### config.mk
export PLATFORM = sky130hd
export DESIGN_NAME = bnn_layer_seq
export DESIGN_NICKNAME = d
export VERILOG_FILES = /design/src/rtl/bnn_layer_seq.sv
export SDC_FILE = /design/constraint.sdc
export NUM_CORES = 1
export LEC_CHECK = 0
export ABC_AREA = 1
export CAP_MARGIN = 15
export CORE_MARGIN = 4
export CORE_UTILIZATION = 55
export CTS_CLUSTER_SIZE = 20
export DETAILED_ROUTE_END_ITERATION = 12
export PLACE_DENSITY = 0.87
export SLEW_MARGIN = 20
export SYNTH_ARGS = -nofsm -noshare
export SYNTH_HDL_FRONTEND = slang
export SYNTH_SLANG_ARGS = --single-unit
### constraint.sdc
create_clock -name clk -period 13 [get_ports clk]
set_clock_uncertainty 0.15 [all_clocks]
set_input_delay 1.95 -clock clk [delete_from_list [all_inputs] [get_ports clk]]
set_output_delay 1.95 -clock clk [all_outputs]
set_load 0.1 [all_outputs]
### src/rtl/bnn_layer_seq.sv
// Sequencer for one fully connected binary layer: streams activation/weight words,
// accumulates XNOR-popcount per neuron, thresholds it and writes one output bit.
module bnn_layer_seq #(
  parameter int WORD_W    = 16,
  parameter int N_WORDS   = 49,
  parameter int N_NEURONS = 32,
  parameter int ACC_W     = 10
) (
  input  logic                                   clk,
  input  logic                                   rst,
  input  logic                                   start,
  output logic                                   busy,
  output logic                                   done,
  output logic                                   rd_en,
  output logic [$clog2(N_WORDS)-1:0]             act_addr,
  output logic [$clog2(N_NEURONS*N_WORDS)-1:0]   wgt_addr,
  input  logic [WORD_W-1:0]                      act_data,
  input  logic [WORD_W-1:0]                      wgt_data,
  output logic [$clog2(N_NEURONS)-1:0]           thr_addr,
  input  logic [ACC_W-1:0]                       thresh,
  output logic                                   out_we,
  output logic [$clog2(N_NEURONS)-1:0]           out_addr,
  output logic                                   out_bit
);

  // state | meaning
  // IDLE  | waiting for start
  // FETCH | issuing one activation/weight read per cycle
  // DRAIN | accumulating the last returned word
  // WRITE | writing the thresholded output bit
  // DONE  | one-cycle completion pulse
  typedef enum logic [2:0] {
    S_IDLE  = 3'd0,
    S_FETCH = 3'd1,
    S_DRAIN = 3'd2,
    S_WRITE = 3'd3,
    S_DONE  = 3'd4
  } state_t;

  localparam int AW = $clog2(N_WORDS);
  localparam int WW = $clog2(N_NEURONS*N_WORDS);
  localparam int NW = $clog2(N_NEURONS);

  state_t            state_q, state_d;
  logic [AW-1:0]     word_idx_q;
  logic [NW-1:0]     neuron_q;
  logic [WW-1:0]     wgt_cnt_q;
  logic [ACC_W-1:0]  acc_q;
  logic [NW-1:0]     out_addr_q;
  logic              out_bit_q;

  logic              word_last;
  logic              neuron_last;
  logic [ACC_W-1:0]  acc_sum;

  function automatic logic [ACC_W-1:0] popcnt(input logic [WORD_W-1:0] v);
    logic [ACC_W-1:0] c;
    c = '0;
    for (int i = 0; i < WORD_W; i++) c = c + ACC_W'(v[i]);
    return c;
  endfunction

  assign word_last   = (word_idx_q == AW'(N_WORDS - 1));
  assign neuron_last = (neuron_q == NW'(N_NEURONS - 1));
  assign acc_sum     = acc_q + popcnt(~(act_data ^ wgt_data));

  always_ff @(posedge clk) begin
    if (rst) state_q <= S_IDLE;
    else     state_q <= state_d;
  end

  always_comb begin
    state_d = state_q;
    case (state_q)
      S_IDLE:  if (start) state_d = S_FETCH;
      S_FETCH: if (word_last) state_d = S_DRAIN;
      S_DRAIN: state_d = S_WRITE;
      S_WRITE: state_d = neuron_last ? S_DONE : S_FETCH;
      S_DONE:  state_d = S_IDLE;
      default: state_d = S_IDLE;
    endcase
  end

  always_ff @(posedge clk) begin
    if (rst) begin
      word_idx_q <= '0;
      neuron_q   <= '0;
      wgt_cnt_q  <= '0;
      acc_q      <= '0;
      out_addr_q <= '0;
      out_bit_q  <= 1'b0;
    end else begin
      case (state_q)
        S_IDLE: begin
          if (start) begin
            word_idx_q <= '0;
            neuron_q   <= '0;
            wgt_cnt_q  <= '0;
          end
        end
        S_FETCH: begin
          // Counters park on the last address so the address outputs hold it after FETCH.
          if (!word_last) begin
            word_idx_q <= word_idx_q + AW'(1);
            wgt_cnt_q  <= wgt_cnt_q + WW'(1);
          end
          acc_q <= (word_idx_q == '0) ? '0 : acc_sum;
        end
        S_DRAIN: begin
          // Result is registered here so out_bit is valid and glitch-free throughout WRITE;
          // thr_addr has been stable since the neuron's first FETCH, so thresh is settled.
          acc_q      <= acc_sum;
          out_addr_q <= neuron_q;
          out_bit_q  <= (acc_sum >= thresh);
        end
        S_WRITE: begin
          if (!neuron_last) begin
            neuron_q   <= neuron_q + NW'(1);
            word_idx_q <= '0;
            wgt_cnt_q  <= wgt_cnt_q + WW'(1);
          end
        end
        default: ;
      endcase
    end
  end

  assign busy     = (state_q != S_IDLE);
  assign done     = (state_q == S_DONE);
  assign rd_en    = (state_q == S_FETCH);
  assign out_we   = (state_q == S_WRITE);
  assign act_addr = word_idx_q;
  assign wgt_addr = wgt_cnt_q;
  assign thr_addr = neuron_q;
  assign out_addr = out_addr_q;
  assign out_bit  = out_bit_q;

endmodule

# --- Yosys cells after proc, flatten, opt, wreduce, memory -nomap -nowiden ---
# Cells that the tools add are included.
classes:
  mux: 17
  n_addsub: 19
  n_eq_ne: 10
  order_cmp: 1
  bitwise: 2
  n_reduce_logical: 9
op_table:
  columns: ["op", "count"]
  rows:
  - ["adder 10 x 1 -> 10 bit", 6]
  - ["two-way mux 11 bit", 3]
  - ["one-hot mux 11 bit (3 select lines)", 1]
  - ["one-hot mux 10 bit (2 select lines)", 1]
  - ["two-way mux 6 bit", 3]
  - ["one-hot mux 6 bit (3 select lines)", 1]
  - ["NOT 16 bit", 1]
  - ["XOR 16 bit", 1]
  - ["one-hot mux 3 bit (4 select lines)", 1]
  - ["adder 11 x 1 -> 11 bit, second input constant", 1]
  - ["adder 10 bit", 1]
  - ["adder 9 x 1 -> 10 bit", 1]
  - ["greater-or-equal comparator 10 bit", 1]
  - ["two-way mux 10 bit", 1]
  - ["two-way mux 5 bit", 2]
  - ["one-hot mux 5 bit (2 select lines)", 1]
  - ["adder 8 x 1 -> 9 bit", 1]
  - ["two-way mux 3 bit", 3]
  - ["adder 7 x 1 -> 8 bit", 1]
  - ["adder 6 x 1 -> 7 bit", 1]
  - ["adder 5 x 1 -> 6 bit", 1]
  - ["adder 6 x 1 -> 6 bit, second input constant", 1]
  - ["== test 3 x 2 -> 1 bit, second input constant", 2]
  - ["== test 6 bit, second input constant", 1]
  - ["17 further kinds", 21]
word_totals:
  reg_bits: 41
  elab_cells: 65

# --- Logic depth before layout (Yosys ltp) ---
depth:
  depth_word: 20
  ltp_mapped: 25
  mapped_depth_nobuf: 25

# --- Worst setup path before layout ---
# OpenSTA, ideal clock, no wires.
synth_path:
  path_kind: "input to register"
  startpoint: "input wgt_data[10]"
  endpoint: "register out_bit_q (netlist: out_bit)"
  required_time_ns: 12.713
  stages: 24
  arrival_time_ns: 6.213
  path_buffers: 0
  path_slack_ns: 6.500
  path_cell_list: "xor2_1 -> fa_1 -> inv_1 -> fa_1 -> inv_1 -> fa_1 -> inv_1 -> fa_1 -> fa_1 -> inv_1 -> fa_1 -> nand3b_1 -> nand2_1 -> nand2_1 -> nand2_1 -> nand2_1 -> and2_1 -> ha_1 -> nand2_1 -> inv_1 -> a21oi_1 -> nand4_1 -> nand2_1 -> a21oi_1"
synth_via:
  elab_chain_len: 10
synth_lines:
  columns: ["element", "line", "rtl"]
  rows:
  - ["start, declared", "18", "input logic [WORD_W-1:0] wgt_data,"]
  - ["XOR 16 bit", "65", "assign acc_sum = acc_q + popcnt(~(act_data ^ wgt_data));"]
  - ["NOT 16 bit", "65", null]
  - ["adder 10 x 1 -> 10 bit (6 in series)", "59", "for (int i = 0; i < WORD_W; i++) c = c + ACC_W'(v[i]);"]
  - ["adder 10 bit", "65", null]
  - ["greater-or-equal comparator 10 bit", "114", "out_bit_q <= (acc_sum >= thresh);"]
  - ["end signal, assigned", "114", null]
  - ["end, declared", "50", "logic out_bit_q;"]
# No other way between the ends.
# A chain may end at the register's enable or synchronous reset.

# --- Final worst setup path ---
layout_path:
  startpoint: "input act_data[0]"
  endpoint: "register out_bit_q (netlist: out_bit)"
layout_via:
  elab_chain_len: 19
layout_lines:
  columns: ["element", "line", "rtl"]
  rows:
  - ["start, declared", "17", "input logic [WORD_W-1:0] act_data,"]
  - ["XOR 16 bit", "65", null]
  - ["NOT 16 bit", "65", null]
  - ["adder 1 x 1 -> 2 bit", "59", null]
  - ["adder 2 x 1 -> 3 bit", "59", null]
  - ["adder 3 x 1 -> 4 bit", "59", null]
  - ["adder 4 x 1 -> 5 bit", "59", null]
  - ["adder 5 x 1 -> 6 bit", "59", null]
  - ["adder 6 x 1 -> 7 bit", "59", null]
  - ["adder 7 x 1 -> 8 bit", "59", null]
  - ["adder 8 x 1 -> 9 bit", "59", null]
  - ["adder 9 x 1 -> 10 bit", "59", null]
  - ["adder 10 x 1 -> 10 bit (6 in series)", "59", null]
  - ["adder 10 bit", "65", null]
  - ["greater-or-equal comparator 10 bit", "114", null]
# No other way between the ends.

==> impl_results.rst <==
.. list-table::
   :header-rows: 1

   * - Metric
     - Value
   * - Result of the run
     - completed
   * - Sort of element at the end of the critical path
     - flip-flop
   * - Share of the cycle needed by the critical path after routing
     - 0.541
   * - Clock Tree Buf Depth
     - 2
   * - Final Core Density
     - 0.736
   * - Die outline area
     - 7120 sq um
   * - Number of nets still failing antenna checks after routing
     - 0
   * - Via count of the first global-routing pass
     - 3152
   * - Synthesis-stage register bit count
     - 41
   * - # setup viols final
     - 0
   * - Synthesized area
     - 3210 sq um
   * - Antenna violations before repair
     - 0
   * - Site row count
     - 27
   * - Total Routed Length
     - 7.80 mm
   * - Dominant register cell in the synthesized netlist
     - sky130_fd_sc_hd__dfxtp_1
   * - Crit-path max FO
     - 4
   * - DRC violation total after the first TritonRoute iteration
     - 335
   * - Worst Hold Class
     - flip-flop to flip-flop
   * - I/O pin cnt
     - 77
   * - Detailed Place HPWL
     - 6.11 mm
   * - Avg Cell Area, Syn
     - 7.06 sq um
   * - Maxcap violations
     - 0
   * - Core region area
     - 5570 sq um
   * - Synth unique cells
     - 29
   * - Arrival time at the worst endpoint
     - 7.04 ns
   * - Warnings, synthesis
     - 0
   * - CP Class
     - input pin to flip-flop
   * - Post-CTS Setup Inserts
     - 0
   * - Area growth from synthesis to final layout
     - 27.8%
   * - Share of layout cells above drive strength 1
     - 0.0679
   * - Number of flops mapped to enable cells by yosys
     - 0
   * - Top cells by count, synth
     - sky130_fd_sc_hd__nand2_1 (119), sky130_fd_sc_hd__inv_1 (64), sky130_fd_sc_hd__dfxtp_1 (41)
   * - Chip Height
     - 84.4 microns
   * - P_sw
     - 0.000291 W
   * - Leak pwr
     - 1.85 nW
   * - Layout net count
     - 609
   * - Post-synthesis net count
     - 535
   * - Hold Fails Final Rpt
     - 0
   * - Clock tree from TritonCTS
     - done
   * - Fin Setup TNS
     - 0 ns
   * - Gpl congestion
     - 0.868
   * - DIE WIDTH
     - 84.4 microns
   * - Total CTS buffers
     - 5
   * - Router iterations before antenna repair
     - 5
   * - Worst-Margin Slew
     - 1.01 ns
   * - Worst max-slew margin expressed relative to the limit
     - 0.324
   * - Number of instances in the synthesized netlist
     - 455
   * - Detailed-route DRC error count
     - 0
   * - Share of power burned in the clock network
     - 0.146
   * - F_max
     - 0.142 GHz
   * - Routed wire per std cell
     - 13.0 microns
   * - Total GRT Usage
     - 0.230
   * - Critical Path Source Type
     - input pin
   * - Sink count of the clock tree
     - 41
   * - Largest net degree at the start of global routing
     - 22
   * - Power share of the combinational group
     - 0.629
   * - CTS H-Tree Depth
     - 2
   * - Internal power consumption
     - 0.000317 W
   * - Root Buffer Master
     - sky130_fd_sc_hd__clkbuf_8
   * - First-pass GRT wire length
     - 13.8 mm
   * - Remaining Overflow, GRT
     - 0
   * - Diode count
     - 0
   * - Count of instances resized after the clock tree is built
     - 0
   * - Sw Share
     - 0.478
   * - Starting density of the core
     - 0.576
   * - Final Non-Filler Cells
     - 602
   * - Most used standard cell by instance count after synthesis
     - sky130_fd_sc_hd__nand2_1
   * - Placed insts
     - 594
   * - Via/cell ratio
     - 5.17
   * - Port Buf Inserts
     - 76
   * - Source-to-sink clock delay at the later pin of the worst-skew pair
     - 0.30 ns
   * - Relative contribution of sequential cells to total power
     - 0.225
   * - Clock period minus final worst setup slack
     - 7.03 ns
   * - Async SR Flop Fraction
     - 0
   * - Hold-fix buffer count after cts
     - 0
   * - Setup repair after global routing missed its margin
     - no
   * - Portion of the post-synthesis area used by sequential elements
     - 0.256
   * - Post-synth top area share
     - 0.256
   * - Largest voltage drop on the vdd net
     - 0.000149 V
   * - Via Count
     - 3110
   * - Power density relative to cell area
     - 148 nW/um^2
   * - Cells taking the most area after synthesis
     - sky130_fd_sc_hd__dfxtp_1 (26%), sky130_fd_sc_hd__nand2_1 (14%), sky130_fd_sc_hd__ha_1 (9.0%)
   * - Max-slew violation count
     - 0
   * - Data required time at the worst endpoint
     - 13.01 ns
   * - Clock slew at the register clock pins of the worst setup and hold paths
     - 0.08 ns
   * - Cell accounting for the most synthesized area
     - sky130_fd_sc_hd__dfxtp_1
==> power groups by stage <==
stage	registers, W	clock network, W	logic [W]
floorplan	0.000155	0	0.000270
global placement	0.000139	0	0.000362
CTS	0.000137	0.0000905	0.000381
detailed placement	0.000140	0	0.000378
finish	0.000137	0.0000888	0.000382
global route	0.000138	0.0000964	0.000438
==> critical path: stages <==
cell and delay (ns):
sky130_fd_sc_hd__clkdlybuf4s50_1 0.44, sky130_fd_sc_hd__xnor2_1 0.18, sky130_fd_sc_hd__fa_1 0.51, sky130_fd_sc_hd__inv_1 0.06, sky130_fd_sc_hd__fa_1 0.52, sky130_fd_sc_hd__fa_1 0.55, sky130_fd_sc_hd__inv_1 0.06, sky130_fd_sc_hd__fa_1 0.57
sky130_fd_sc_hd__fa_1 0.25, sky130_fd_sc_hd__inv_1 0.07, sky130_fd_sc_hd__fa_1 0.39, sky130_fd_sc_hd__nand3b_1 0.17, sky130_fd_sc_hd__nand2_1 0.13, sky130_fd_sc_hd__nand2_1 0.10, sky130_fd_sc_hd__nand2_1 0.07, sky130_fd_sc_hd__nand2_1 0.06
sky130_fd_sc_hd__and2_1 0.15, sky130_fd_sc_hd__ha_1 0.27, sky130_fd_sc_hd__nand2_1 0.09, sky130_fd_sc_hd__inv_1 0.06, sky130_fd_sc_hd__a21oi_1 0.16, sky130_fd_sc_hd__nand4_1 0.11, sky130_fd_sc_hd__nand2_1 0.07, sky130_fd_sc_hd__a21oi_1 0.05
==> routing by layer <==
layer / vias to the layer above / part of all wire / routed length, microns / track usage
met5: - / 0 / 0 / 0
met4: 0 / 0.024 / 184 / 0.0748
met3: 21 / 0.058 / 449 / 0.0451
met2: 93 / 0.49 / 3840 / 0.402
met1: 1416 / 0.43 / 3330 / 0.285
li1: 1580 / - / - / -
==> cells by family (layout without fill, tap and decap cells) <==
group | count (synthesis) | count (layout) | synth area share
adder cells (fa/ha/maj) | 35 | 35 | 0.164
buffers and inverters | 80 | 155 | 0.101
flip-flops | 41 | 41 | 0.256
AND/OR/NAND/NOR | 220 | 220 | 0.311
AO/OA/AOI/OAI | 53 | 53 | 0.0963
XOR/XNOR | 26 | 26 | 0.0709
==> final cells by class <==
class | instances | area [sq um]
clock buffer | 6 | 82.6
clock inverter | 2 | 13.8
fill | 421 | 1470
inverter | 70 | 263
multi-input combinational | 334 | 2060
sequential | 41 | 821
tap | 72 | 90.1
timing repair buffer | 77 | 768
==> sequential cells by signal (all words and copies together), names as in the netlist <==
signal and flops:
acc_q 10, act_addr 6, out_addr 5, out_bit 1
state_q 3, thr_addr 5, wgt_addr 11
==> path summary, 6_finish.rpt <==
kind / start / to / slack [ns] / depth (start not counted)
max reg2reg: acc_q[0] / out_bit / 7.90 / 22
min: acc_q[4] / acc_q[4] / 0.32 / 2
min reg2reg: acc_q[4] / acc_q[4] / 0.32 / 2
max: act_data[0] / out_bit / 5.97 / 24
==> placed cells by master, fill, tap and decap left out, types with 8 or more instances in the layout <==
| cell | count |
|---|---|
| sky130_fd_sc_hd__clkdlybuf4s50_1 | 76 |
| sky130_fd_sc_hd__a21oi_1 | 32 |
| sky130_fd_sc_hd__nand2_1 | 119 |
| sky130_fd_sc_hd__xor2_1 | 13 |
| sky130_fd_sc_hd__nor2_1 | 39 |
| sky130_fd_sc_hd__ha_1 | 23 |
| sky130_fd_sc_hd__xnor2_1 | 13 |
| sky130_fd_sc_hd__fa_1 | 12 |
| sky130_fd_sc_hd__nand3_1 | 31 |
| sky130_fd_sc_hd__dfxtp_1 | 41 |
| sky130_fd_sc_hd__inv_1 | 64 |
| sky130_fd_sc_hd__a21oi_2 | 8 |
==> per-stage QoR <==
step                power [W]  hold slack (ns)  instance area (sq um)  setup WS (ns)
detailed placement   0.000518            0.308                   4010           5.67
floorplan            0.000426            0.299                   3210           6.50
global route         0.000672            0.348                   4100           5.67
CTS                  0.000608            0.322                   4100           5.97
finish               0.000608            0.323                   4100           5.97
global placement     0.000502            0.307                   4010           5.95
(Power assumes the default switching activity.)
